## src/rtl/stopwatch_bcd_core.sv

```systemverilog
// stopwatch_bcd_core: four-digit BCD stopwatch/timer (XX.XX) with an on-clock
// tick prescaler, start/pause FSM, mode/preset loading and terminal detection.

// One BCD digit step: +1 or -1 when cin is set, with ripple carry/borrow out.
module stopwatch_bcd_digit (
  input  logic [3:0] d,
  input  logic       up,
  input  logic       cin,
  output logic [3:0] nxt,
  output logic       cout
);
  // cout is raised only when this digit wraps (9->0 up, 0->9 down)
  always_comb begin
    nxt  = d;
    cout = 1'b0;
    if (cin) begin
      if (up) begin
        if (d >= 4'd9) begin
          nxt  = 4'd0;
          cout = 1'b1;
        end else begin
          nxt = d + 4'd1;
        end
      end else begin
        if (d == 4'd0) begin
          nxt  = 4'd9;
          cout = 1'b1;
        end else begin
          nxt = d - 4'd1;
        end
      end
    end
  end
endmodule

module stopwatch_bcd_core #(
  parameter int CLK_HZ  = 100_000_000,
  parameter int TICK_HZ = 100
) (
  input  logic       clk,
  input  logic       reset,
  input  logic       start,
  input  logic [1:0] m,
  input  logic [3:0] load1,
  input  logic [3:0] load2,
  output logic [3:0] time3,
  output logic [3:0] time2,
  output logic [3:0] time1,
  output logic [3:0] time0,
  output logic [2:0] state,
  output logic       done
);
  localparam int DIV = CLK_HZ / TICK_HZ;
  localparam int PW  = (DIV > 1) ? $clog2(DIV) : 1;
  localparam int ND  = 4;

  if (DIV < 2) begin : g_div_chk
    $error("stopwatch_bcd_core: CLK_HZ/TICK_HZ must be >= 2");
  end

  typedef enum logic [2:0] {
    IDLE  = 3'b000,
    RUN   = 3'b001,
    PAUSE = 3'b010,
    DONE  = 3'b100
  } state_t;

  state_t               st;
  logic [ND-1:0][3:0]   dig, dig_nxt, preset;
  logic [ND:0]          cy;
  logic [PW-1:0]        presc;
  logic                 start_q, arm, start_rise, tick, dn_q, at_term;

  function automatic logic [3:0] clamp9(input logic [3:0] v);
    return (v > 4'd9) ? 4'd9 : v;
  endfunction

  // Preset value for the current (live) mode and load digits
  always_comb begin
    case (m)
      2'b00:   preset = '0;
      2'b10:   preset = {4'd9, 4'd9, 4'd9, 4'd9};
      default: preset = {clamp9(load1), clamp9(load2), 4'd0, 4'd0};
    endcase
  end

  // Digit ripple chain; a carry/borrow leaving the top digit means every digit
  // already sits at the terminal value (all 9s up, all 0s down).
  assign cy[0] = 1'b1;
  for (genvar i = 0; i < ND; i++) begin : g_dig
    stopwatch_bcd_digit u_dig (
      .d    (dig[i]),
      .up   (~dn_q),
      .cin  (cy[i]),
      .nxt  (dig_nxt[i]),
      .cout (cy[i+1])
    );
  end
  assign at_term = cy[ND];

  // arm blocks the first cycle after reset so a start held through reset
  // release is not mistaken for a fresh rising edge
  always_ff @(posedge clk or negedge reset) begin
    if (!reset) begin
      start_q <= 1'b0;
      arm     <= 1'b0;
    end else begin
      start_q <= start;
      arm     <= 1'b1;
    end
  end

  assign start_rise = start & ~start_q & arm;
  assign tick       = (presc == PW'(DIV - 1));

  // Control FSM with prescaler, digit register and registered done flag
  always_ff @(posedge clk or negedge reset) begin
    if (!reset) begin
      st    <= IDLE;
      dig   <= '0;
      presc <= '0;
      dn_q  <= 1'b0;
      done  <= 1'b0;
    end else begin
      case (st)
        IDLE: begin
          dig <= preset;
          if (start_rise) begin
            st    <= RUN;
            dn_q  <= m[1];
            presc <= '0;
          end
        end
        RUN: begin
          // a start edge wins over a same-cycle tick; the prescaler holds
          if (start_rise) begin
            st <= PAUSE;
          end else begin
            presc <= tick ? '0 : presc + 1'b1;
            if (tick) begin
              if (at_term) begin
                st   <= DONE;
                done <= 1'b1;
              end else begin
                dig <= dig_nxt;
              end
            end
          end
        end
        PAUSE: begin
          if (start_rise) st <= RUN;
        end
        DONE: begin
          if (start_rise) begin
            st   <= IDLE;
            done <= 1'b0;
          end
        end
        default: begin
          st   <= IDLE;
          done <= 1'b0;
        end
      endcase
    end
  end

  assign state = st;
  assign time3 = dig[3];
  assign time2 = dig[2];
  assign time1 = dig[1];
  assign time0 = dig[0];
endmodule

```

## config.mk

```make
export PLATFORM = sky130hd
export DESIGN_NAME = stopwatch_bcd_core
export DESIGN_NICKNAME = d
export VERILOG_FILES = /design/src/rtl/stopwatch_bcd_core.sv
export SDC_FILE = /design/constraint.sdc
export NUM_CORES = 1
export LEC_CHECK = 0
export BUFFER_PORTS_ARGS = -buffer_cell sky130_fd_sc_hd__buf_4
export CORE_UTILIZATION = 56
export DETAILED_ROUTE_END_ITERATION = 8
export PLACE_DENSITY = 0.86
export REMOVE_ABC_BUFFERS = 1
export SYNTH_ARGS = -nofsm -noshare
export SYNTH_HDL_FRONTEND = slang
export SYNTH_SLANG_ARGS = --single-unit
```

## constraint.sdc

```tcl
create_clock -name clk -period 2.6 [get_ports clk]
set_input_delay 0.78 -clock clk [delete_from_list [all_inputs] [get_ports clk]]
set_output_delay 0.78 -clock clk [all_outputs]
set_load 0.005 [all_outputs]
```

# --- After elaboration in Yosys (flattened, before gate mapping) ---
# Cells that the tools add are included.
totals:
  register_bits: 43
  in_bits: 13
  out_inout_bits: 20
  elab_cells: 114
classes:
  add_sub_neg: 9
  order_cmp: 6
  eq_ne: 17
  muxes: 52
  bitwise: 4
  n_reduce_logical: 16
ops:
  columns: ["op", "n"]
  rows:
  - ["$mux 4", 17]
  - ["$pmux 16 s2", 2]
  - ["$mux 20", 3]
  - ["$mux 16", 3]
  - ["$pmux 20 s2", 1]
  - ["$add 20x1->20 const B", 1]
  - ["$eq 20x20->1 const B", 1]
  - ["$reduce_and 5->1", 4]
  - ["$mux 1", 19]
  - ["$add 4x1->4 const B", 4]
  - ["$ge 4x4->1 const B", 4]
  - ["$logic_not 4->1", 4]
  - ["$sub 4x1->4 const B", 4]
  - ["$mux 3", 5]
  - ["$ne 2x2->1 const B", 6]
  - ["$pmux 3 s3", 1]
  - ["$gt 4x4->1 const B", 2]
  - ["$ne 2x1->1 const B", 4]
  - ["$reduce_and 4->1", 2]
  - ["$ne 3x3->1 const B", 2]
  - ["$eq 3x1->1 const B", 1]
  - ["$eq 3x2->1 const B", 1]
  - ["$eq 3x3->1 const B", 1]
  - ["$logic_not 3->1", 1]
  - ["other kinds (9)", 11]

# --- Longest topological paths before layout ---
# Gate-level depths: netlist (run 1).
logic_depth:
  ltp_word: 10
  depth_mapped: 8
  ltp_nobuf: 7

# --- Hierarchy ---
# From an unflattened synthesis (run 1), not the netlist that was laid out.
hier_totals:
  cells_unflattened: 400
  area_unflattened_um2: 3408.3
modules_own_cells:
  columns: ["module", "n_inst", "cells_per_inst", "area_per_inst_um2", "seq_area_each_um2"]
  rows:
  - ["stopwatch_bcd_core", 1, 248, 2247.2, 1076.0]
  - ["stopwatch_bcd_digit", 4, 38, 290.3, 0.0]

# --- Worst setup path before layout (run 1) ---
# Ideal clock, no wire load.
synth_path:
  kind: "reg-to-reg"
  startpoint: "register dig (netlist bit time2[0])"
  endpoint: "register dig (netlist bit time0[0])"
  setup_time_ns: 0.128
  t_arrival_ns: 2.223
  required_ns: 2.472
  slack_ns: 0.250
  path_stages_with_launch: 9
  n_path_buf: 1
  period_less_slack_ns: 2.350
  cell_sequence: "dfrtp_1 clkbuf_1 inv_1 ha_1 or3b_1 o22ai_4 nand4_4 a31oi_4 mux2_1"
synth_between:
  elab_chain_cells: 7
  word_cells_on_any_way: 9
  cone_classes: "order compare: 1; eq/ne: 1; mux: 5; reduce/logical: 2"
synth_rtl:
  columns: ["element", "line_no", "text"]
  rows:
  - ["from (decl)", "69", "logic [ND-1:0][3:0] dig, dig_nxt, preset;"]
  - ["from (signal assigned)", "127", "dig <= preset;"]
  - ["from (signal assigned)", "145", "dig <= dig_nxt;"]
  - ["$ge 4x4->1 / $logic_not 4->1 (equally long branches)", "18, 25", null]
  - ["$mux 1, on equally long branches", "18, 25", null]
  - ["$mux 1 (*)", "17", "if (up) begin"]
  - ["$mux 1 (*) (2 in series)", "16", "if (cin) begin"]
  - ["$ne 2x2->1 (no source line) (*)", null, null]
  - ["$reduce_and 4->1 (no source line) (*)", null, null]
# Every way passes the cells marked *; elsewhere a longest branch is shown, timed or not.
# A chain may end at the register's enable or synchronous reset.

# --- Final worst setup path (run 1) ---
layout_path:
  startpoint: "register dig (netlist bit time2[1])"
  endpoint: "register dig (netlist bit time1[0])"
layout_between:
  elab_chain_cells: 7
  word_cells_on_any_way: 9
  cone_classes: "order compare: 1; eq/ne: 1; mux: 5; reduce/logical: 2"
layout_rtl:
  columns: ["element", "line_no"]
  rows:
  - ["$ge 4x4->1 / $logic_not 4->1 (equally long branches)", "18, 25"]
  - ["$mux 1, on equally long branches", "18, 25"]
  - ["$mux 1 (*)", "17"]
  - ["$mux 1 (*) (2 in series)", "16"]
  - ["$ne 2x2->1 (no source line) (*)", null]
  - ["$reduce_and 5->1 (no source line) (*)", null]
# Marks and branches as above.

==> reports/metrics.yaml, run 1 <==
outcome: "finished clean"
power_switching_mw: 1.64
crit_path_max_incr_delay_ns: 0.48
p_per_area_mw_per_mm2: 951
synth_top_area_share_pct: 32.1
cts_inserted_buffers: 5
synth_top_area_cell: "dfrtp_1"
cp.arrival_ns: 2.64
synth_warnings: 0
worstReg2RegStart: "time2[1]"
die_area_mm2: 0.00629
multi_input_area_mm2: 0.00209
root_buffer: "clkbuf_8"
clockBufferDepth: 2
ios: 33
vias: 3212
clockPowerShare_pct: 13.1
reg2reg_to: "time1[0]"
dr.first_iter.drc_count: 358
maxCapViolCount: 0
drt-pass1-iter-count: 5
crit_family: "simple AND/OR/NAND/NOR gates"
grt_pass1_wl_mm: 14.4
seq_area_frac_synth_pct: 32.1
crit_fanout: 8
ys_seq_elements: 43
crit_path_end: "time1[0]"
synthCells: 386
crit_type: "reg -> reg"
postCtsSetupBuffers: 0
synthArstFlopShare_pct: 100
viasPerCell: 6.54
cp.depth: 7
critPathLaunchType: "register"
slew_viol_final: 0
fin_crit_sh_pct: 94.5
met3_usage_pct: 4.25
fin_tns_setup_ns: 0
yosys-top-cells-area: "dfrtp_1, ha_1, a21oi_1"
grt_pass1_vias: 3107
initial_core_util_pct: 59.4
vdd_drop_max_v: 0.000439
wl_mm: 8.61
regToRegSetupSlack_ns: 0.14
die_y_um: 79.3
setup_viol: 0
period_needed_ns: 2.46
reg2regPathDepth: 7
portBuffers: 32
dp_slack_ns: 0.207
p_int_mw: 1.98
drc: 0
worstPathRequired_ns: 2.79
cts_tree: "done"
p_sw_share_pct: 45.3
fill_cells: 470
seq_area_mm2: 0.00108
min_path_type: "in -> async"
grt_overflow: 0
pwr-share-comb_pct: 54.4
p_seq_share_pct: 32.6
crit_start: "time2[1]"
grt_setup_unrepaired: "false"
ys.flop_type: "dfrtp_1"
hold_viol_final: 0
ant_nets: 0
n_antenna_cell: 0
htree_levels: 2
clk_latency_ns: 0.31
fin_area_mm2: 0.00380
timing.critical_path.buf_inv: 1
total_power_mw: 3.61
skew_ns: 0.0145
max_freq_ghz: 0.407
slowest_stage: "dfrtp_1"
cts_resized: 0
dp_hpwl_mm: 6.04
crit_chain: "inv_1 -> ha_1 -> or3b_1 -> o22ai_4 -> nand4_4 -> a31oi_4 -> mux2_1"
grt-busiest-layer: "met2"
antenna_found_initial: 0
final_layout_size_suffix_gt1_share_pct: 17.4
synth_cell_types: 70
hold_buffers: 0
wl_per_cell_um: 17.5
grt_use_met2_pct: 48.5
slew_headroom_pct: 57.4
core_mm2: 0.00564
fin_ws_ns: 0.143
rows: 27
cts_num_sinks: 43
synthesis.area_mm2: 0.00335
clkTransAtPathRegs_ns: 0.10
met1_usage_pct: 37.9
syn2layout_area_growth_pct: 13.5
syn_area_per_cell_um2: 8.68
grt_max_degree: 44
worstMarginPinSlew_ns: 0.640
leakagePower_nw: 1.59
dpl_cell_area_mm2: 0.00370
dieWidth_um: 79.3
synth_edf_count: 0
endpoint_kind: "register"
gp_congestion: 0.876
track_usage_pct: 28.9
finalNetCount: 445
==> how the worst min path moves through the flow <==
stage              start        end  slack [ns]  cells past startpoint
2_1_floorplan  presc[18]  presc[18]        0.46                      1
3_3_place_gp        done       done        0.48                      2
3_5_place_dp        done       done        0.49                      2
4_1_cts            reset   time0[2]        0.48                      1
5_1_grt            reset   time0[2]        0.50                      1
6_report           reset       dn_q        0.45                      1
==> flip-flops by register name, indices dropped and copies added, names as in the netlist <==
signal   cells
arm          1
dn_q         1
time0        4
time2        4
presc       20
time3        4
time1        4
done         1
state        3
start_q      1
==> layout by cell type (no fill, tap or decap), drive strengths merged, types with 8 or more instances in the layout <==
| master | n |
|---|---|
| mux2 | 8 |
| o211ai | 11 |
| nor2 | 26 |
| xnor2 | 9 |
| nand2 | 18 |
| o21ai | 24 |
| nand4 | 9 |
| inv | 24 |
| buf | 47 |
| a21oi | 34 |
| ha | 14 |
| nor3 | 12 |
| dfrtp | 43 |
| nand3 | 19 |
==> metal layers <==
metal | vias up | part of all wire (%)
met4 | 0 | 2.6
met2 | 127 | 49
li1 | 1512 | -
met1 | 1544 | 42
met5 | - | 0
met3 | 29 | 5.8
==> worst reg2reg max path, cell delays in order, from the launching register on <==
cell and delay (ns):
dfrtp_1 0.48, inv_1 0.12, ha_1 0.27, or3b_1 0.45, o22ai_4 0.21, nand4_4 0.19, a31oi_4 0.27, mux2_1 0.35
==> power groups by stage <==
stage,combinational [mW],sequential (mW),clock [mW]
3_5_place_dp,1.92,1.18,0
2_1_floorplan,1.26,1.14,0
3_3_place_gp,1.85,1.15,0
4_1_cts,1.94,1.16,0.469
5_1_grt,2.16,1.22,0.505
6_report,1.96,1.18,0.473
==> layout make-up <==
class / instances / share of cell area [%]
clock buffers: 6 / 2.17
clock inverters: 2 / 0.428
inverters: 24 / 2.37
multi-input cells: 297 / 55.1
flip-flops and latches: 43 / 28.3
well taps: 72 / 2.37
repair buffers: 47 / 9.28
==> cell usage after synthesis, types with 3 or more instances <==
library cell and n:
dfrtp_1 43, a21oi_1 34, nor2_1 26, inv_1 24
o21ai_0 23, nand2_1 18, nand3_1 18, ha_1 14
nor3_1 11, o211ai_1 11, clkbuf_1 10, xnor2_1 9
buf_2 8, mux2_1 8, mux2i_1 7, nand4_1 7
nor2b_1 7, nand2b_1 6, nand3b_1 6, nor4_1 6
o21bai_1 5, and4_1 4, nor3b_1 4, o41ai_1 4
or3_1 4, a211oi_1 3, a221oi_1 3, a31oi_1 3
and2_1 3, nor4bb_1 3, o22ai_1 3, or3b_2 3
==> through the flow <==
| step | hold slack, ns | instances | utilization [%] |
|---|---|---|---|
| 4_1_cts | 0.485 | 491 | 67.3 |
| 2_1_floorplan | 0.465 | 364 | - |
| 6_report | 0.455 | 491 | 67.4 |
| 3_5_place_dp | 0.495 | 483 | 65.5 |
| 5_1_grt | 0.496 | 491 | 67.4 |
| 3_3_place_gp | 0.483 | 483 | 65.5 |
==> cells by family after synthesis <==
kind of cell / after synthesis / synth area share [%]
mux: 16 / 5.45
buf+inv: 46 / 5.68
compound gates: 110 / 22.6
xor+xnor: 10 / 2.62
simple gates: 146 / 26.2
flops: 43 / 32.1
fa+ha+maj: 14 / 5.23
other cells: 1 / 0.112
Power figures use the tool's default switching activity.
==> run 2: changes to the inputs <==
--- a/config.mk
+++ b/config.mk
@@ -6,7 +6,9 @@
 export NUM_CORES = 1
 export LEC_CHECK = 0
 export BUFFER_PORTS_ARGS = -buffer_cell sky130_fd_sc_hd__buf_4
+export CORE_ASPECT_RATIO = 1.2
 export CORE_UTILIZATION = 56
+export CTS_CLUSTER_DIAMETER = 150
 export DETAILED_ROUTE_END_ITERATION = 8
 export PLACE_DENSITY = 0.86
 export REMOVE_ABC_BUFFERS = 1
==> constraint.sdc (replaced) <==
create_clock -name clk -period 2.3 [get_ports clk]
set_input_delay 0.69 -clock clk [delete_from_list [all_inputs] [get_ports clk]]
set_output_delay 0.69 -clock clk [all_outputs]
set_load 0.005 [all_outputs]
==> reports/metrics.yaml, run 2 (same netlist as run 1, synthesis figures left out) <==
largest_reg_flops: 20
die_area_mm2: 0.00630
grt_pass1_vias: 3024
vdd_drop_max_v: 0.000678
dieWidth_um: 72.6
ant_nets: 0
cts_num_sinks: 43
seq_area_mm2: 0.00108
viasPerCell: 6.26
finalNetCount: 470
p_sw_share_pct: 41.5
dp_hpwl_mm: 6.12
hold_viol_final: 0
worstMarginPinSlew_ns: 0.551
fin_util_pct: 71.4
slew_viol_final: 0
die_y_um: 86.7
critPathLaunchType: "register"
gp_congestion: 0.904
maxCapViolCount: 0
top_register: "presc"
outcome: "finished clean"
track_usage_pct: 27.6
wl_mm: 8.42
initial_core_util_pct: 58.7
wl_per_cell_um: 16.1
core_mm2: 0.00571
portBuffers: 32
cts_inserted_buffers: 5
clkTransAtPathRegs_ns: 0.09
mostFrequentLayoutCell: "buf_4"
leakagePower_nw: 1.75
clockPowerShare_pct: 13.6
period_needed_ns: 2.25
ios: 33
dp_slack_ns: 0.0260
grt_max_degree: 44
reg2regPathDepth: 7
grt_pass1_wl_mm: 13.8
skew_ns: 0.0142
vias: 3280
grt_overflow: 0
min_path_type: "in -> async"
crit_type: "reg -> reg"
endpoint_kind: "register"
rows: 30
clk_latency_ns: 0.30
p_per_area_mw_per_mm2: 1100
fin_ws_ns: 0.0548
root_buffer: "clkbuf_8"
cts_tree: "done"
fin_crit_sh_pct: 97.6
syn2layout_area_growth_pct: 21.6
p_int_mw: 2.63
drc: 0
drt-pass1-iter-count: 5
pwr-share-comb_pct: 60.1
dr.first_iter.drc_count: 271
slew_headroom_pct: 63.2
multi_input_area_mm2: 0.00214
antenna_found_initial: 0
final_layout_size_suffix_gt1_share_pct: 24.5
p_seq_share_pct: 26.3
htree_levels: 2
max_freq_ghz: 0.445
crit_fanout: 5
power_switching_mw: 1.86
most-common-layout-cells: "buf_4, dfrtp_1, a21oi_1"
n_antenna_cell: 0
fill_cells: 440
setup_viol: 0
clockBufferDepth: 2
total_power_mw: 4.49
cp.arrival_ns: 2.43
worstPathRequired_ns: 2.49
[run 2: changes by cell type in the layout (fill, tap and decap cells not counted), sizes merged]
cell      before  now
buf           47   72
bufinv         0    1
clkinvlp       1    0
[run 2: power groups by stage]
stage	Combinational [mW]	Sequential, mW	Clock, mW
floorplan	1.42	1.29	0
global placement	2.44	1.16	0
detailed placement	2.53	1.18	0
CTS	2.55	1.16	0.621
global route	2.96	1.21	0.646
finish	2.70	1.18	0.611
[run 2: cell type report]
type                    instances  share of cell area, %
repair buffers                 72                   13.6
inverters                      24                   2.21
flip-flops and latches         43                   26.4
clock buffers                   6                   2.03
well taps                      80                   2.46
multi-input cells             297                   52.4
clock inverters                 2                  0.860
[run 2: metrics by stage]
| step | setup TNS (ns) | std cells | instance area [um2] | hold WS (ns) |
|---|---|---|---|---|
| 2_1_floorplan | -0.503 | 364 | 3250 | 0.394 |
| 3_3_place_gp | 0 | 511 | 3870 | 0.494 |
| 3_5_place_dp | 0 | 511 | 3870 | 0.501 |
| 4_1_cts | 0 | 519 | 3990 | 0.390 |
| 5_1_grt | -0.0392 | 524 | 4070 | 0.422 |
| 6_report | 0 | 524 | 4070 | 0.363 |
[run 2: path summary, 6_finish.rpt]
check / startpoint / to / slack [ns]
min reg2reg: done / done / 0.51
min in group clk: done / done / 0.51
max: time1[0] / time1[0] / 0.05
max reg2reg: time1[0] / time1[0] / 0.05
max in group asynchronous: reset / time1[0] / 1.52
min: reset / presc[12] / 0.36
[run 2: critical path: stages, from the launching register on]
cell and delay [ns]:
dfrtp_2 0.46, inv_2 0.10, ha_4 0.14, or3b_4 0.41, o2bb2ai_4 0.21, nand4_4 0.17
a31oi_4 0.32, mux2_4 0.33
[run 2: repair_timing]
item	in CTS	in global routing
endpoints found under the setup margin	0	15
hold buffers	0	0
resized for setup	0	13
buffers inserted	0	5
[run 2: layer usage]
layer	global-route usage, %	wire, um	share of wire, %	up-vias
met5	0	0	0	-
met2	48.7	4290	51	150
li1	-	-	-	1540
met3	4.77	521	6.2	27
met1	33.6	3390	40	1563
met4	9.98	216	2.6	0
==> run 3: changes to the inputs <==
--- a/config.mk
+++ b/config.mk
@@ -11,6 +11,7 @@
 export CTS_CLUSTER_DIAMETER = 150
 export DETAILED_ROUTE_END_ITERATION = 8
 export PLACE_DENSITY = 0.86
+export RECOVER_POWER = 100
 export REMOVE_ABC_BUFFERS = 1
 export SYNTH_ARGS = -nofsm -noshare
 export SYNTH_HDL_FRONTEND = slang
==> reports/metrics.yaml, run 3 (same netlist as run 1, synthesis figures left out) <==
outcome: "finished clean"
p_int_mw: 2.55
portBuffers: 32
grt_setup_unrepaired: "false"
grt_overflow: 0
finalNetCount: 470
slew_headroom_pct: 28.6
cts_tree: "done"
clkTransAtPathRegs_ns: 0.08
ios: 33
rows: 30
vdd_drop_max_v: 0.000675
skew_ns: 0.0112
period_needed_ns: 2.23
hold_buffers: 0
wl_mm: 8.38
drt-pass1-iter-count: 5
min_path_type: "reg -> reg"
initial_core_util_pct: 58.7
worstReg2RegStart: "time1[0]"
power_switching_mw: 1.85
setup_viol: 0
pwr-share-comb_pct: 59.5
crit_path_max_incr_delay_ns: 0.45
hold_depth: 2
slew_viol_final: 0
vias: 3237
p_per_area_mw_per_mm2: 1100
cts_inserted_buffers: 5
clk_latency_ns: 0.29
dp_hpwl_mm: 6.12
viasPerCell: 6.18
crit_type: "reg -> reg"
p_seq_share_pct: 26.7
ant_nets: 0
core_mm2: 0.00571
maxCapViolCount: 0
slowest_stage: "dfrtp_2"
antenna_found_initial: 0
n_antenna_cell: 0
min-delay-start: "done"
grt_pass1_wl_mm: 13.8
gp_congestion: 0.904
cts_num_sinks: 43
crit_fanout: 5
hold_viol_final: 0
reg2reg_to: "time1[0]"
holdPathEnd: "done"
dr.first_iter.drc_count: 251
die_area_mm2: 0.00630
dieWidth_um: 72.6
clockBufferDepth: 2
fin_crit_sh_pct: 97.0
leakagePower_nw: 1.70
critPathLaunchType: "register"
grt_max_degree: 44
max_freq_ghz: 0.448
hold_slack_ns: 0.511
htree_levels: 2
syn2layout_area_growth_pct: 20.1
die_y_um: 86.7
final_layout_size_suffix_gt1_share_pct: 22.1
reg2regPathDepth: 7
grt_pass1_vias: 3024
endpoint_kind: "register"
wl_per_cell_um: 16.0
regToRegSetupSlack_ns: 0.07
total_power_mw: 4.41
crit_chain: "inv_2 -> ha_4 -> or3b_4 -> o2bb2ai_4 -> nand4_4 -> a31oi_4 -> mux2_4"
cp.arrival_ns: 2.41
top_register: "presc"
p_sw_share_pct: 42.0
most-common-layout-cells: "buf_4, dfrtp_1, a21oi_1"
root_buffer: "clkbuf_8"
track_usage_pct: 27.6
drc: 0
largest_reg_flops: 20
mostFrequentLayoutCell: "buf_4"
worstMarginPinSlew_ns: 1.07
clockPowerShare_pct: 13.8
worstPathRequired_ns: 2.48
-- run 3: timing repair --
item / CTS / global route
hold endpoints to repair: 0 / 0
buffers inserted: 0 / 5
resized for setup: 0 / 13
setup endpoints to repair: 0 / 15
-- run 3: worst max-delay path by stage --
stage	startpoint	endpoint	slack, ns
6_report	time1[0]	time1[0]	0.07
5_1_grt	time1[0]	time0[2]	0.002
4_1_cts	time2[1]	time1[0]	0.006
3_5_place_dp	time1[0]	time1[0]	0.03
3_3_place_gp	start	presc[19]	0.10
2_1_floorplan	state[0]	time3[2]	-0.19
-- run 3: layer usage --
| metal | GRT usage (%) | share of wire, % | vias up |
|---|---|---|---|
| li1 | - | - | 1546 |
| met1 | 33.6 | 41 | 1566 |
| met2 | 48.7 | 51 | 106 |
| met3 | 4.77 | 5.2 | 19 |
| met4 | 9.98 | 2.4 | 0 |
| met5 | 0 | 0 | - |
-- run 3: area by class of cell --
| type | count | area [um2] |
|---|---|---|
| tap | 80 | 100 |
| sequential | 43 | 1080 |
| timing repair buffer | 72 | 509 |
| clock inverter | 2 | 35.0 |
| fill | 452 | 1680 |
| clock buffer | 6 | 82.6 |
| multi-input combinational | 297 | 2130 |
| inverter | 24 | 90.1 |
-- run 3: worst max-delay path, delay by kind of cell (launching register included) --
family	cells	cell delay, ns
simple gates	2	0.56
flops	1	0.45
buf+inv	1	0.09
compound gates	2	0.53
fa+ha+maj	1	0.14
mux	1	0.33
-- run 3: power by group through the flow --
stage | logic (mW) | clock network, mW | registers [mW]
floorplan | 1.42 | 0 | 1.29
global placement | 2.44 | 0 | 1.16
detailed placement | 2.53 | 0 | 1.18
CTS | 2.55 | 0.621 | 1.16
global route | 2.89 | 0.646 | 1.21
finish | 2.62 | 0.607 | 1.18
-- run 3: per-stage QoR --
step	utilization [%]	setup TNS [ns]	setup WS [ns]	std cells	area [um2]
3_5_place_dp	67.8	0	0.0260	511	3870
3_3_place_gp	67.8	0	0.103	511	3870
2_1_floorplan	-	-0.503	-0.193	364	3250
6_report	70.5	0	0.0692	524	4020
4_1_cts	69.9	0	0.00565	519	3990
5_1_grt	70.5	0	0.00201	524	4020
